File: src/rtl/rv_pkg.sv
// -----------------------------------------------------------------------------
// rv_pkg
// Shared integer-pipeline types: register index and data word widths, the
// architectural register count, and the writeback-stage entry carried from the
// arbiter to the register-file write port.
// -----------------------------------------------------------------------------
package rv_pkg;

    localparam int REGADDR  = 5;   // significant register-index bits
    localparam int NREG     = 32;  // architectural integer registers
    localparam int BITWIDTH = 32;  // data and register-file address width

    typedef logic [REGADDR-1:0]  reg_idx_t;
    typedef logic [BITWIDTH-1:0] word_t;

    // One registered register-file write.
    typedef struct packed {
        logic     valid;
        reg_idx_t idx;
        word_t    data;
    } wb_entry_t;

    // The register-file address bus is a full word; the index is zero-extended.
    function automatic word_t reg_to_word(input reg_idx_t idx);
        return word_t'(idx);
    endfunction

endpackage

File: src/rtl/rr_arbiter.sv
// -----------------------------------------------------------------------------
// rr_arbiter
// Generic N-way round-robin arbiter. The search starts at an internal pointer;
// after a grant to requester g the pointer moves to (g+1) mod N, so the winner
// becomes lowest priority. With no requests the pointer holds.
//
// Ports:
//   clk            clock
//   rst            asynchronous active-high reset (pointer returns to 0)
//   req_i          request vector
//   grant_o        one-hot grant (only ever set on a requesting bit)
//   grant_valid_o  some requester was granted this cycle
// -----------------------------------------------------------------------------
module rr_arbiter #(
    parameter int N = 3
) (
    input  logic         clk,
    input  logic         rst,
    input  logic [N-1:0] req_i,
    output logic [N-1:0] grant_o,
    output logic         grant_valid_o
);

    localparam int PTR_W = (N > 1) ? $clog2(N) : 1;

    logic [PTR_W-1:0] ptr_q;
    logic [PTR_W-1:0] ptr_d;

    // Scan N positions starting at the pointer; the first requester found wins.
    always_comb begin
        logic [PTR_W-1:0] idx;
        // NOTE: every output of a combinational block gets a default before any
        // conditional assignment, otherwise the untaken paths infer latches.
        grant_o       = '0;
        grant_valid_o = 1'b0;
        ptr_d         = ptr_q;
        idx           = '0;
        for (int off = 0; off < N; off++) begin
            idx = PTR_W'((int'(ptr_q) + off) % N);
            if (!grant_valid_o && req_i[idx]) begin
                grant_o[idx]  = 1'b1;
                grant_valid_o = 1'b1;
                ptr_d         = PTR_W'((int'(idx) + 1) % N);
            end
        end
    end

    // NOTE: state registers use non-blocking assignments so every flop samples
    // the pre-edge value of every other flop, independent of process order.
    always_ff @(posedge clk or posedge rst) begin
        if (rst) begin
            ptr_q <= '0;
        end else begin
            ptr_q <= ptr_d;
        end
    end

endmodule

File: src/rtl/regfile_wb_arbiter.sv
// -----------------------------------------------------------------------------
// regfile_wb_arbiter
// Shares the integer register file's single write port among NREQ functional
// units with round-robin arbitration, registering one write per cycle, and
// keeps a busy-bit scoreboard of destinations with an outstanding writeback so
// issue logic can stall on RAW (chk_busy) and WAW (issue_conflict) hazards.
//
// Ports:
//   clk, rst        clock; asynchronous active-high reset
//   req_valid/ready per-requester result handshake (one ready per cycle max)
//   req_reg/data    per-requester destination register and result value
//   issue_valid/reg instruction issued with a destination register
//   issue_conflict  issue_reg is busy: issue must stall
//   chk_reg         source registers on the read ports
//   chk_busy        per read port: source not yet written, stall
//   rf_wr, rf_wd    register-file write enables (identical)
//   rf_write_reg    write address, zero-extended register index
//   rf_write_data   write data
// -----------------------------------------------------------------------------
module regfile_wb_arbiter
    import rv_pkg::*;
#(
    parameter int NREQ   = 3,
    parameter int NRWORD = 2
) (
    input  logic                             clk,
    input  logic                             rst,
    input  logic [NREQ-1:0]                  req_valid,
    output logic [NREQ-1:0]                  req_ready,
    input  logic [NREQ-1:0][REGADDR-1:0]     req_reg,
    input  logic [NREQ-1:0][BITWIDTH-1:0]    req_data,
    input  logic                             issue_valid,
    input  logic [REGADDR-1:0]               issue_reg,
    output logic                             issue_conflict,
    input  logic [NRWORD-1:0][REGADDR-1:0]   chk_reg,
    output logic [NRWORD-1:0]                chk_busy,
    output logic                             rf_wr,
    output logic                             rf_wd,
    output logic [BITWIDTH-1:0]              rf_write_reg,
    output logic [BITWIDTH-1:0]              rf_write_data
);

    // ------------------------------------------------------------------
    // Arbitration
    // ------------------------------------------------------------------
    logic [NREQ-1:0] grant;
    logic            grant_valid;

    rr_arbiter #(
        .N(NREQ)
    ) u_arb (
        .clk          (clk),
        .rst          (rst),
        .req_i        (req_valid),
        .grant_o      (grant),
        .grant_valid_o(grant_valid)
    );

    // The output stage never back-pressures, so a grant is an acceptance.
    // During reset nothing is accepted: in-flight requesters are dropped.
    assign req_ready = rst ? '0 : grant;

    // One-hot select of the granted requester's destination and data.
    reg_idx_t sel_reg;
    word_t    sel_data;

    always_comb begin
        sel_reg  = '0;
        sel_data = '0;
        for (int i = 0; i < NREQ; i++) begin
            if (grant[i]) begin
                sel_reg  = req_reg[i];
                sel_data = req_data[i];
            end
        end
    end

    // ------------------------------------------------------------------
    // Output register: drives the register-file write port for one cycle
    // ------------------------------------------------------------------
    wb_entry_t out_q;
    wb_entry_t out_d;

    // A grant targeting x0 is consumed but produces no write. Index and data
    // only reload on a real write; they are don't-care while valid is low.
    always_comb begin
        out_d       = out_q;
        out_d.valid = 1'b0;
        if (grant_valid && (sel_reg != '0)) begin
            out_d.valid = 1'b1;
            out_d.idx   = sel_reg;
            out_d.data  = sel_data;
        end
    end

    // The asynchronous reset drops a pending write immediately.
    always_ff @(posedge clk or posedge rst) begin
        if (rst) begin
            out_q <= '0;
        end else begin
            out_q <= out_d;
        end
    end

    assign rf_wr         = out_q.valid;
    assign rf_wd         = out_q.valid;
    assign rf_write_reg  = reg_to_word(out_q.idx);
    assign rf_write_data = out_q.data;

    // ------------------------------------------------------------------
    // Busy-bit scoreboard
    // ------------------------------------------------------------------
    logic [NREG-1:0] busy_q;
    logic [NREG-1:0] busy_d;

    // The clear is applied first so an issue to the register being written in
    // the same cycle leaves it busy (the new producer is still outstanding).
    always_comb begin
        busy_d = busy_q;
        if (out_q.valid) begin
            busy_d[out_q.idx] = 1'b0;
        end
        if (issue_valid && (issue_reg != '0)) begin
            busy_d[issue_reg] = 1'b1;
        end
        busy_d[0] = 1'b0;
    end

    // NOTE: the scoreboard is reset even though it is array-like: stale busy
    // bits after reset would stall issue forever, unlike a data RAM whose
    // contents are simply overwritten before use.
    always_ff @(posedge clk or posedge rst) begin
        if (rst) begin
            busy_q <= '0;
        end else begin
            busy_q <= busy_d;
        end
    end

    // ------------------------------------------------------------------
    // Hazard comparators
    // ------------------------------------------------------------------
    // The register file bypasses its write port to the read ports, so a
    // source being written this cycle is already available.
    always_comb begin
        chk_busy = '0;
        for (int i = 0; i < NRWORD; i++) begin
            chk_busy[i] = busy_q[chk_reg[i]] &&
                          !(out_q.valid && (out_q.idx == chk_reg[i]));
        end
    end

    assign issue_conflict = busy_q[issue_reg] && (issue_reg != '0);

    // ------------------------------------------------------------------
    // Interface rules
    // ------------------------------------------------------------------
    for (genvar i = 0; i < NREQ; i++) begin : g_req_hold
        a_req_hold: assert property (@(posedge clk) disable iff (rst)
            (req_valid[i] && !req_ready[i]) |=>
                (req_valid[i] && $stable(req_reg[i]) && $stable(req_data[i])));
    end

    a_issue_legal: assert property (@(posedge clk) disable iff (rst)
        !(issue_valid && issue_conflict));

endmodule
File: config.mk
export PLATFORM = sky130hd
export DESIGN_NAME = regfile_wb_arbiter
export DESIGN_NICKNAME = d
export VERILOG_FILES = /design/src/rtl/rv_pkg.sv /design/src/rtl/rr_arbiter.sv /design/src/rtl/regfile_wb_arbiter.sv
export SDC_FILE = /design/constraint.sdc
export NUM_CORES = 1
export LEC_CHECK = 0
export CAP_MARGIN = 20
export CORE_MARGIN = 8
export CORE_UTILIZATION = 48
export DETAILED_ROUTE_END_ITERATION = 8
export PLACE_DENSITY_LB_ADDON = 0.3
export SETUP_SLACK_MARGIN = 0.2
export SYNTH_ARGS = -nofsm -noshare
export SYNTH_HDL_FRONTEND = slang
export SYNTH_SLANG_ARGS = --single-unit
File: constraint.sdc
create_clock -name clk -period 5.41 [get_ports clk]
set_clock_uncertainty 0.15 [all_clocks]
set_input_delay 0.8115 -clock clk [delete_from_list [all_inputs] [get_ports clk]]
set_output_delay 0.8115 -clock clk [all_outputs]
set_load 0.1 [all_outputs]
==> parameters.txt, run 1 <==
Parameter                              Value

Global route
  Met3 routing resource usage after global routing    roughly 8.3%
  Met1 global-route usage    26.1%
  Global-route wire length before repair    ~27000 µm
  Antenna violations before repair    0
  Number of global-route vias before repair    roughly 5000
  Largest net degree at the start of global routing    57
  Total routing resource utilization after global routing    between 20% and 30%
  Most Used Layer, Global Route    met2
  Total grt overflow    0
  M2 GR Usage    about two fifths

Layout
  Share of the core filled with cells    65.7%
  Proportion of layout cells with a drive suffix above 1    a little over an eighth
  Final cell count without fillers    approximately 840
  Most used cells in the layout excluding fill and tap cells    sky130_fd_sc_hd__clkdlybuf4s50_1 (170), sky130_fd_sc_hd__o21ai_0 (106), sky130_fd_sc_hd__dfrtp_1 (71), sky130_fd_sc_hd__nand2_1 (49), sky130_fd_sc_hd__a21oi_1 (41)
  Max reg flops    32
  Non-Filler Cell Area, Final    around 7000 µm²
  Antenna cells    0
  Net count reported at finish    around 840
  Leading cell type in the layout, fill and taps excluded    sky130_fd_sc_hd__clkdlybuf4s50_1
  Layout overhead on the synthesized area    34.7%

Clock network
  Clock insertion delay at the later pin of the skew report    0.34 ns
  CTS hold repair buffers    0
  H-tree levels    3
  Cts bufs inserted    9
  Post-CTS setup-driven buffer insertion count    0
  Post_cts resized    0
  Master cell of the clock root buffer    sky130_fd_sc_hd__clkbuf_8
  TritonCTS clock tree    built
  Clock-pin slew on the worst setup and hold paths    around 0.080 ns
  Maximum clock insertion buffer count    2
  Number of clock sinks    71

Route
  Via count    around 4900
  Post-route antenna net violation count    0
  Number of DRC violations after detailed-routing iteration 0    329
  1st-pass router iterations    5
  Detailed-route wire length per cell    a little over 20 µm
  Routed wire length    around 17000 µm
  DRC violation count after routing    0
  Detail-routed via count per cell    5.80

Setup path
  Worst EP arrival    between 3 and 4 ns
  Critical path class    in -> out
  Required time of the worst setup path    roughly 4.5 ns
  R2R setup slack    approximately 1.5 ns
  Crit path capture type    output pin
  Max FO, Critical Path    13
  Startpoint type of the worst setup path    primary input

Synthesis
  Largest family of logic cells by synthesized area    multiplexers
  Number of different library cells in the post-synthesis netlist    between 50 and 60
  Area share of fa/ha/maj cells after synthesis    1.57%
  Mapped Area    between 5000 and 6000 µm²
  Mean instance size in the synthesized netlist    roughly 9.6 µm²
  Yosys warns    0
  Post-synthesis xor/xnor area fraction    under 10%
  Fraction of registers with async set or reset after synthesis    between 90% and 100%
  Compound-Gate Fraction of Synth Area    between 10% and 20%
  Count of flip-flops with a built-in enable after synthesis    0
  Predominant post-synthesis flop cell    sky130_fd_sc_hd__dfrtp_1
  Total of flip-flops plus latches after synthesis    71
  Cell count after synthesis    approximately 550
  Sequential area share after synthesis    33.7%
  Basic-gate share of the synthesized area counting and, or, nand and nor cells    around 15%
  Multiplexer fraction of the synthesized cell area    21.1%

Placement
  Total of buffers placed on input and output ports    roughly 180
  Half-perimeter wire length after placement    ~13000 µm
  Last weighted congestion value of the routability-driven placer    between 0.9 and 1
  Cell count after placement    829
  Post-detailed-placement cell area    just under 7000 µm²

Power and ir drop
  Worst vdd ir    between 0.4 and 0.5 mV
  Static Leak    approximately 2.9 nW
  Power per Cell Area    roughly 690 nW/µm²

Floorplanning
  Initial Utilization    approximately 49%
  Area inside the core boundary    10800 µm²
  Std-Cell Rows    38
  Die area    about 15000 µm²
  Height of the chip    roughly 120 µm
  I/O pin cnt    roughly 200
  Die width    about 120 µm

STA
  Count of final max-slew check failures    0
  Setup repair after global routing missed its margin    no
  Number of setup violations in the final report    0
  Sum Neg Setup Slack    0 ns
  Number of hold-slack violations in the final timing report    0
  F_max    roughly 240 MHz
  Worst hold slack    about 0.36 ns
  Actual transition at the worst max-transition pin    ~1.0 ns
  Max transition margin    roughly 30%
  Final Critical Period    about 4.2 ns
  Final worst path period share    78.4%

Run
  Max-cap viol count    0

Status
  Result of the run    finished clean

Min path
  Worst Hold Class    reg -> reg
-- metrics by stage --
step	worst slack, ns	power (W)
2_1_floorplan	1.07	0.00385
3_3_place_gp	1.16	0.00435
3_5_place_dp	1.14	0.00445
4_1_cts	1.15	0.00491
5_1_grt	1.01	0.00516
6_report	1.17	0.00490
-- logic make-up after synthesis --
family | after synthesis
fa+ha+maj | 7
flops | 71
other cells | 1
xor+xnor | 10
compound gates | 171
simple gates | 143
mux | 64
buf+inv | 84
-- report_power, final --
part	internal [W]	total, W	switching [W]
Clock	0.000258	0.000463	0.000205
Combinational	0.00129	0.00341	0.00213
Sequential	0.000778	0.00102	0.000244
Total	0.00232	0.00490	0.00258
-- critical path: stages --
cell,delay [ns]
sky130_fd_sc_hd__clkdlybuf4s50_1,0.92
sky130_fd_sc_hd__mux4_2,0.58
sky130_fd_sc_hd__nand3_1,0.09
sky130_fd_sc_hd__o21ai_0,0.09
sky130_fd_sc_hd__or4_1,0.53
sky130_fd_sc_hd__buf_4,0.25
-- cell usage after synthesis (3+ instances only) --
cell	instances	area, µm²
sky130_fd_sc_hd__or3b_2	4	35.0
sky130_fd_sc_hd__nand3b_1	10	75.1
sky130_fd_sc_hd__and3_1	33	206
sky130_fd_sc_hd__a22o_1	4	35.0
sky130_fd_sc_hd__ha_1	5	62.6
sky130_fd_sc_hd__nand2_1	49	184
sky130_fd_sc_hd__o21ai_0	106	531
sky130_fd_sc_hd__a31oi_1	3	18.8
sky130_fd_sc_hd__nand3_1	13	65.1
sky130_fd_sc_hd__nor2_1	9	33.8
sky130_fd_sc_hd__clkbuf_1	28	105
sky130_fd_sc_hd__o22ai_1	4	25.0
sky130_fd_sc_hd__buf_2	3	15.0
sky130_fd_sc_hd__mux4_2	25	563
sky130_fd_sc_hd__dfrtp_1	71	1780
sky130_fd_sc_hd__nand4_1	3	18.8
sky130_fd_sc_hd__buf_12	4	80.1
sky130_fd_sc_hd__xor2_1	8	70.1
sky130_fd_sc_hd__inv_1	15	56.3
sky130_fd_sc_hd__mux2_2	8	90.1
sky130_fd_sc_hd__and2_1	4	25.0
sky130_fd_sc_hd__a221o_1	3	30.0
sky130_fd_sc_hd__buf_4	29	218
sky130_fd_sc_hd__mux2i_1	3	30.0
sky130_fd_sc_hd__or3_1	3	18.8
sky130_fd_sc_hd__mux2_4	27	405
sky130_fd_sc_hd__buf_1	4	15.0
sky130_fd_sc_hd__a21oi_1	41	205
-- routing by layer --
metal / vias up / part of all wire [%]
met3: 37 / 10
met5: - / 0
met1: 2361 / 38
met2: 244 / 49
li1: 2254 / -
met4: 0 / 2.9
-- cell type report --
type | count | area, µm²
repair buffers | 181 | 1780
clock buffers | 10 | 128
fillers | 834 | 3700
well taps | 140 | 175
flip-flops and latches | 71 | 1780
multi-input cells | 422 | 3090
inverters | 15 | 56.3
clock inverters | 5 | 83.8
-- path summary, 6_finish.rpt --
kind | start | cells after the start | end
worst min-delay path | rf_write_data[23] | 1 | rf_write_data[23]
min in group asynchronous | rst | 2 | rf_write_data[16]
worst max-delay path | issue_reg[0] | 6 | issue_conflict
max in group asynchronous | rst | 3 | busy_q[15]
worst max register to register | u_arb.ptr_q[0] | 9 | rf_write_data[25]
worst min register to register | rf_write_data[23] | 1 | rf_write_data[23]
Note: power is estimated with default switching activity, not from simulation.
==> run 2: changes to the inputs <==
CORE_UTILIZATION = 41   (was 48)
clock period = 3.8 ns   (was 5.41 ns; I/O delays follow)
==> parameters.txt, run 2 (same netlist as run 1, synthesis figures left out) <==
Parameter                              Value

Status
  Result of the run    finished clean

Power and ir drop
  Worst vdd ir    0.460 mV (+8.7%)
  Tot Pwr    0.00751 W (+53%)
  Power per Cell Area    1010 nW/µm² (+46%)
  Static Leak    3.08 nW (+5.2%)

Route
  Detailed-route wire length per cell    19.6 µm (-2.6%)
  Number of DRC violations after detailed-routing iteration 0    312 (-5.2%)
  Routed wire length    17400 µm (+2.4%)
  DRC violation count after routing    0 (unchanged)
  Via count    4951 (+1.1%)
  Post-route antenna net violation count    0 (unchanged)
  Detail-routed via count per cell    5.58 (-3.8%)
  1st-pass router iterations    5 (unchanged)

Setup path
  FF-to-FF path depth    11 (+2)
  Crit Reg-Reg Startpoint    u_arb.ptr_q[1]
  Cells traversed along the worst timing path    clkdlybuf4s50_1 -> mux4_2 -> nand3_1 -> o21ai_0 -> or4_1 -> buf_12
  Crit path capture type    output pin
  Max FO, Critical Path    13 (unchanged)
  Crit path launch    issue_reg[1]
  Critical Path Stages    6 (unchanged)
  Critical path class    in -> out
  Standard cell with the maximum stage delay on the critical path    sky130_fd_sc_hd__clkdlybuf4s50_1
  Cell type group with the largest total delay on the critical path    buffers and inverters
  R2R setup slack    0.55 ns (-0.98 ns)
  Startpoint type of the worst setup path    primary input
  Endpoint of the worst setup timing path    issue_conflict
  Required time of the worst setup path    3.08 ns (-1.37 ns)
  Worst R2R End    rf_write_data[25]
  Stage delay of the slowest cell on the critical path    0.84 ns (-0.08 ns)
  Total buffers and inverters traversed by the critical path    2 (unchanged)
  Worst EP arrival    2.76 ns (-0.52 ns)

Global route
  Global-route wire length before repair    27200 µm (+2.5%)
  Number of global-route vias before repair    5124 (+0.20%)
  M2 GR Usage    35.0% (-3.2 points)
  Met1 global-route usage    24.1% (-2.0 points)
  Largest net degree at the start of global routing    43 (-25%)
  Total routing resource utilization after global routing    20.6% (-2.2 points)
  Met3 routing resource usage after global routing    6.12% (-2.2 points)
  Total grt overflow    0 (unchanged)
  Most Used Layer, Global Route    met2
  Antenna violations before repair    0 (unchanged)

Clock network
  Cts bufs inserted    9 (unchanged)
  H-tree levels    3 (unchanged)
  Number of clock sinks    71 (unchanged)
  Post-CTS setup-driven buffer insertion count    0 (unchanged)
  TritonCTS clock tree    built
  Master cell of the clock root buffer    sky130_fd_sc_hd__clkbuf_16
  Clock-pin slew on the worst setup and hold paths    0.05 ns (-0.03 ns)
  Maximum clock insertion buffer count    2 (unchanged)
  CTS hold repair buffers    0 (unchanged)
  Clock insertion delay at the later pin of the skew report    0.33 ns (about the same)

Floorplanning
  I/O pin cnt    204 (unchanged)
  Initial Utilization    41.9% (-6.9 points)
  Std-Cell Rows    41 (+7.9%)
  Die area    16700 µm² (+15%)
  Area inside the core boundary    12600 µm² (+16%)
  Height of the chip    129 µm (+7.1%)
  Die width    129 µm (+7.1%)

Placement
  Half-perimeter wire length after placement    13700 µm (+5.4%)
  Last weighted congestion value of the routability-driven placer    0.960 (-3.1%)
  Total of buffers placed on input and output ports    176 (unchanged)

STA
  Final worst path period share    between 90% and 100%
  Number of setup violations in the final report    0 (unchanged)
  F_max    approximately 290 MHz
  Final Critical Period    between 3 and 4 ns
  Max transition margin    30.4% (+0.35 points)
  Count of final max-slew check failures    0 (unchanged)
  Actual transition at the worst max-transition pin    1.04 ns (-0.00518 ns)
  Sum Neg Setup Slack    0 ns (unchanged)
  Setup repair after global routing missed its margin    no
  Number of hold-slack violations in the final timing report    0 (unchanged)

Layout
  Max reg flops    32 (unchanged)
  Proportion of layout cells with a drive suffix above 1    15.9% (+2.7 points)
  Most used cells in the layout excluding fill and tap cells    sky130_fd_sc_hd__clkdlybuf4s50_1 (165), sky130_fd_sc_hd__o21ai_0 (106), sky130_fd_sc_hd__dfrtp_1 (71), sky130_fd_sc_hd__nand2_1 (49), sky130_fd_sc_hd__a21oi_1 (41)
  Antenna cells    0 (unchanged)
  Layout overhead on the synthesized area    41.8%
  Leading cell type in the layout, fill and taps excluded    sky130_fd_sc_hd__clkdlybuf4s50_1
  Number of fill cells    1098 (+32%)
  Net count reported at finish    847 (+1.2%)

Min path
  Launch instance of the worst min-delay path    rf_write_data[21]
  Worst Hold Class    reg -> reg

Run
  Max-cap viol count    0 (unchanged)
==> run 2: changes by cell type in the layout (fill, tap and decap cells not counted), sizes merged <==
cell,change
buf,+13
clkdlybuf4s50,-5
inv,+3
dlygate4sd2,+2
clkbuf,-1
clkinvlp,-1
==> run 2: how the worst min path moves through the flow <==
| stage | endpoint | slack, ns | depth (start not counted) |
|---|---|---|---|
| 2_1_floorplan | busy_q[3] | 0.35 | 2 |
| 3_3_place_gp | rf_write_data[21] | 0.34 | 1 |
| 3_5_place_dp | rf_write_data[20] | 0.34 | 1 |
| 4_1_cts | rf_write_data[21] | 0.36 | 1 |
| 5_1_grt | rf_write_data[21] | 0.38 | 1 |
| 6_report | rf_write_data[21] | 0.36 | 1 |
==> run 2: layer usage <==
layer | routed length [µm] | up-vias
li1 | - | 2283
met1 | 6710 | 2375
met2 | 8660 | 259
met3 | 1560 | 34
met4 | 499 | 0
met5 | 0 | -
==> run 2: timing repair <==
item / in CTS / in global routing
endpoints found under the setup margin: 4 / 2
endpoints found under the hold margin: 0 / 0
gates resized for setup: 3 / 5
==> run 2: report_power, final <==
| part | total (W) | leakage [nW] | internal, W | switching (W) |
|---|---|---|---|---|
| sequential | 0.00148 | 0.852 | 0.00111 | 0.000368 |
| combinational | 0.00512 | 2.07 | 0.00204 | 0.00308 |
| clock | 0.000917 | 0.161 | 0.000583 | 0.000335 |
| total | 0.00751 | 3.08 | 0.00373 | 0.00378 |
==> run 2: cell type report <==
class / instances / area [µm²] / share of cell area [%]
well taps: 172 / 215 / 2.88
flip-flops and latches: 71 / 1780 / 23.8
clock buffers: 9 / 225 / 3.02
repair buffers: 191 / 1970 / 26.4
clock inverters: 7 / 100 / 1.34
multi-input cells: 422 / 3120 / 41.8
inverters: 15 / 60.1 / 0.804
==> run 2: stage by stage <==
stage	area [µm²]	util [%]	hold WS, ns	setup slack, ns	std cells
2_1_floorplan	5380	-	0.348	0.301	577
3_3_place_gp	7120	56.6	0.341	0.224	871
3_5_place_dp	7120	56.6	0.342	0.128	871
4_1_cts	7440	59.2	0.360	0.230	887
5_1_grt	7470	59.4	0.383	0.224	887
6_report	7470	59.4	0.359	0.322	887
==> run 3: changes to the inputs <==
CORE_UTILIZATION = 40   (was 41)
SYNTH_HIERARCHICAL = 1   (was default)
==> parameters.txt, run 3 <==
Parameter                              Value

Clock network
  Cts bufs inserted    9 (unchanged)
  Clock-pin slew on the worst setup and hold paths    0.06 ns (about the same)
  Master cell of the clock root buffer    sky130_fd_sc_hd__clkbuf_16
  Maximum clock insertion buffer count    2 (unchanged)
  CTS hold repair buffers    0 (unchanged)
  H-tree levels    3 (unchanged)
  Clock insertion delay at the later pin of the skew report    0.33 ns (about the same)
  TritonCTS clock tree    built
  Number of clock sinks    71 (unchanged)

Setup path
  R2R setup slack    0.32 ns (-0.23 ns)
  Critical Path Most Common Cell    sky130_fd_sc_hd__buf_4
  Cells traversed along the worst timing path    inv_2 -> ha_4 -> clkinv_1 -> mux2i_2 -> buf_4 -> a21oi_1 -> a22oi_2 -> buf_4 -> nand3b_1 -> a21oi_1 -> or3_1 -> o31ai_4 -> buf_4 -> buf_12 -> mux2_2
  Stage delay of the slowest cell on the critical path    0.42 ns (-0.42 ns)
  Standard cell with the maximum stage delay on the critical path    sky130_fd_sc_hd__dfrtp_2
  Startpoint type of the worst setup path    flop
  Crit Reg-Reg Startpoint    u_arb/ptr_q[0]
  Required time of the worst setup path    3.86 ns (+0.78 ns)
  Critical path class    reg -> reg
  Crit path capture type    flop
  Worst EP arrival    3.54 ns (+0.78 ns)
  Endpoint of the worst setup timing path    rf_write_data[3]
  Worst R2R End    rf_write_data[3]
  Crit path launch    u_arb/ptr_q[0]
  Max FO, Critical Path    19 (+6)
  FF-to-FF path depth    15 (+4)

Placement
  Last weighted congestion value of the routability-driven placer    0.904 (-5.8%)
  Half-perimeter wire length after placement    12700 µm (-7.5%)
  Total of buffers placed on input and output ports    176 (unchanged)
  Cell count after placement    843 (-3.2%)

Synthesis
  Sequential area share after synthesis    35.6% (+1.8 points)
  Mapped Area    5000 µm² (-5.1%)
  Biggest area contributors in the synthesized netlist    sky130_fd_sc_hd__dfrtp_1 (36%), sky130_fd_sc_hd__o21ai_0 (9.8%), sky130_fd_sc_hd__mux4_2 (9.5%)
  Fraction of registers with async set or reset after synthesis    100% (unchanged)
  Cell accounting for the most synthesized area    sky130_fd_sc_hd__dfrtp_1
  Mean instance size in the synthesized netlist    9.59 µm² (+0.36%)
  Number of different library cells in the post-synthesis netlist    49 (-7.5%)
  Cell count after synthesis    521 (-5.4%)
  Yosys warns    6 (+6)
  Predominant post-synthesis flop cell    sky130_fd_sc_hd__dfrtp_1
  Total of flip-flops plus latches after synthesis    71 (unchanged)
  Most instantiated cells after synthesis    sky130_fd_sc_hd__o21ai_0 (98), sky130_fd_sc_hd__dfrtp_1 (71), sky130_fd_sc_hd__nand2_1 (48)
  Most numerous cell in the Yosys netlist    sky130_fd_sc_hd__o21ai_0
  Yosys top cell area share    35.6% (+1.8 points)
  Count of flip-flops with a built-in enable after synthesis    0 (unchanged)

Power and ir drop
  Worst vdd ir    0.541 mV (+18%)
  Power per Cell Area    1110 nW/µm² (+11%)
  Static Leak    2.92 nW (-5.2%)

STA
  Number of hold-slack violations in the final timing report    0 (unchanged)
  Count of final max-slew check failures    0 (unchanged)
  Final worst path period share    91.7% (+0.13 points)
  F_max    287 MHz (-0.15%)
  Number of setup violations in the final report    0 (unchanged)
  Actual transition at the worst max-transition pin    1.03 ns (-0.00714 ns)
  Setup repair after global routing missed its margin    no
  Final Critical Period    3.48 ns (+0.00509 ns)
  Max transition margin    30.9% (+0.48 points)

Route
  Number of DRC violations after detailed-routing iteration 0    301 (-3.5%)
  1st-pass router iterations    5 (unchanged)
  Post-route antenna net violation count    0 (unchanged)
  Detail-routed via count per cell    5.58 (about the same)
  Detailed-route wire length per cell    18.9 µm (-3.7%)
  Via count    4838 (-2.3%)
  DRC violation count after routing    0 (unchanged)
  Routed wire length    16400 µm (-5.9%)

Global route
  Largest net degree at the start of global routing    70 (+63%)
  Number of global-route vias before repair    5163 (+0.76%)
  Total routing resource utilization after global routing    19.6% (-0.98 points)
  Antenna violations before repair    0 (unchanged)
  Total grt overflow    0 (unchanged)
  Global-route wire length before repair    25500 µm (-6.3%)

Floorplanning
  Die width    128 µm (-1.2%)
  I/O pin cnt    204 (unchanged)
  Height of the chip    128 µm (-1.2%)
  Std-Cell Rows    41 (unchanged)
  Initial Utilization    40.3% (-1.6 points)
  Area inside the core boundary    12400 µm² (-1.2%)
  Die area    16300 µm² (-2.4%)

Layout
  Most used cells in the layout excluding fill and tap cells    sky130_fd_sc_hd__clkdlybuf4s50_1 (165), sky130_fd_sc_hd__o21ai_0 (98), sky130_fd_sc_hd__dfrtp_1 (69), sky130_fd_sc_hd__nand2_1 (48), sky130_fd_sc_hd__a22oi_1 (34)
  Proportion of layout cells with a drive suffix above 1    16.7% (+0.75 points)
  Share of the core filled with cells    59.8% (+0.34 points)
  Max reg flops    32 (unchanged)
  Net count reported at finish    827 (-2.4%)
  Leading cell type in the layout, fill and taps excluded    sky130_fd_sc_hd__clkdlybuf4s50_1
  Layout overhead on the synthesized area    48.5%
  Antenna cells    0 (unchanged)
  Final cell count without fillers    867 (-2.3%)

Min path
  Launch instance of the worst min-delay path    rf_write_data[12]
  Worst Hold Class    reg -> reg

Status
  Result of the run    finished clean

Run
  Max-cap viol count    0 (unchanged)
run 3: worst min path at each step:
stage	to	slack (ns)	cells past startpoint
5_1_grt	rf_write_data[12]	0.37	1
6_report	rf_write_data[12]	0.34	1
2_1_floorplan	u_arb/ptr_q[0]	0.16	1
4_1_cts	rf_write_data[12]	0.34	1
3_3_place_gp	rf_write_data[15]	0.32	1
3_5_place_dp	rf_write_data[12]	0.33	1
run 3: kinds of logic after synthesis:
kind of cell / Yosys count / share of synthesized area [%]
flip-flops: 71 / 35.6
buffers and inverters: 80 / 8.89
other: 1 / 0.0750
AND/OR/NAND/NOR: 113 / 11.8
XOR/XNOR: 10 / 1.75
AO/OA/AOI/OAI: 178 / 21.7
adder cells (fa/ha/maj): 5 / 1.25
multiplexers: 63 / 18.9
run 3: through the flow:
step | area [µm²] | hold WS (ns) | total power [W] | TNS [ns] | worst slack [ns]
global placement | 6930 | 0.325 | 0.00685 | 0 | 0.0147
floorplan | 5110 | 0.161 | 0.00560 | 0 | 0.0239
CTS | 7280 | 0.345 | 0.00797 | 0 | 0.201
finish | 7420 | 0.338 | 0.00826 | 0 | 0.317
global route | 7420 | 0.366 | 0.00873 | 0 | 0.159
detailed placement | 6930 | 0.331 | 0.00700 | -4.10 | -0.144
run 3: timing repair:
action                     4_1_cts  5_1_grt
hold endpoints to repair         0        0
setup endpoints to repair       35       35
cloned                           0        2
setup buffers                    0        6
pin swaps                        0        3
resized for setup                7       13
run 3: per-layer routing:
layer / track usage (%) / part of all wire (%) / up-vias
li1: - / - / 2210
met5: 0 / 0 / -
met4: 9.23 / 3.0 / 0
met3: 7.82 / 11 / 44
met2: 35.1 / 51 / 268
met1: 19.5 / 35 / 2316
run 3: critical path: cells and delay by family (launching register included):
family                     cells  cell delay [ns]
buffers and inverters          6             0.85
AOI/OAI and AO/OA              4             0.60
muxes                          2             0.55
and+or+nand+nor                2             0.44
DFF                            1             0.42
adders and majority gates      1             0.32
run 3: report_power, final:
part	switching, W	internal (W)	total, W
clock	0.000331	0.000581	0.000912
sequential	0.000357	0.00115	0.00150
combinational	0.00349	0.00235	0.00585
total	0.00418	0.00408	0.00826
run 3: area by class of cell:
| cell class | instances | area, µm² |
|---|---|---|
| flip-flops and latches | 71 | 1780 |
| multi-input cells | 396 | 2980 |
| repair buffers | 200 | 2070 |
| inverters | 12 | 45.0 |
| well taps | 172 | 215 |
| fillers | 1062 | 4990 |
| clock inverters | 7 | 101 |
| clock buffers | 9 | 225 |
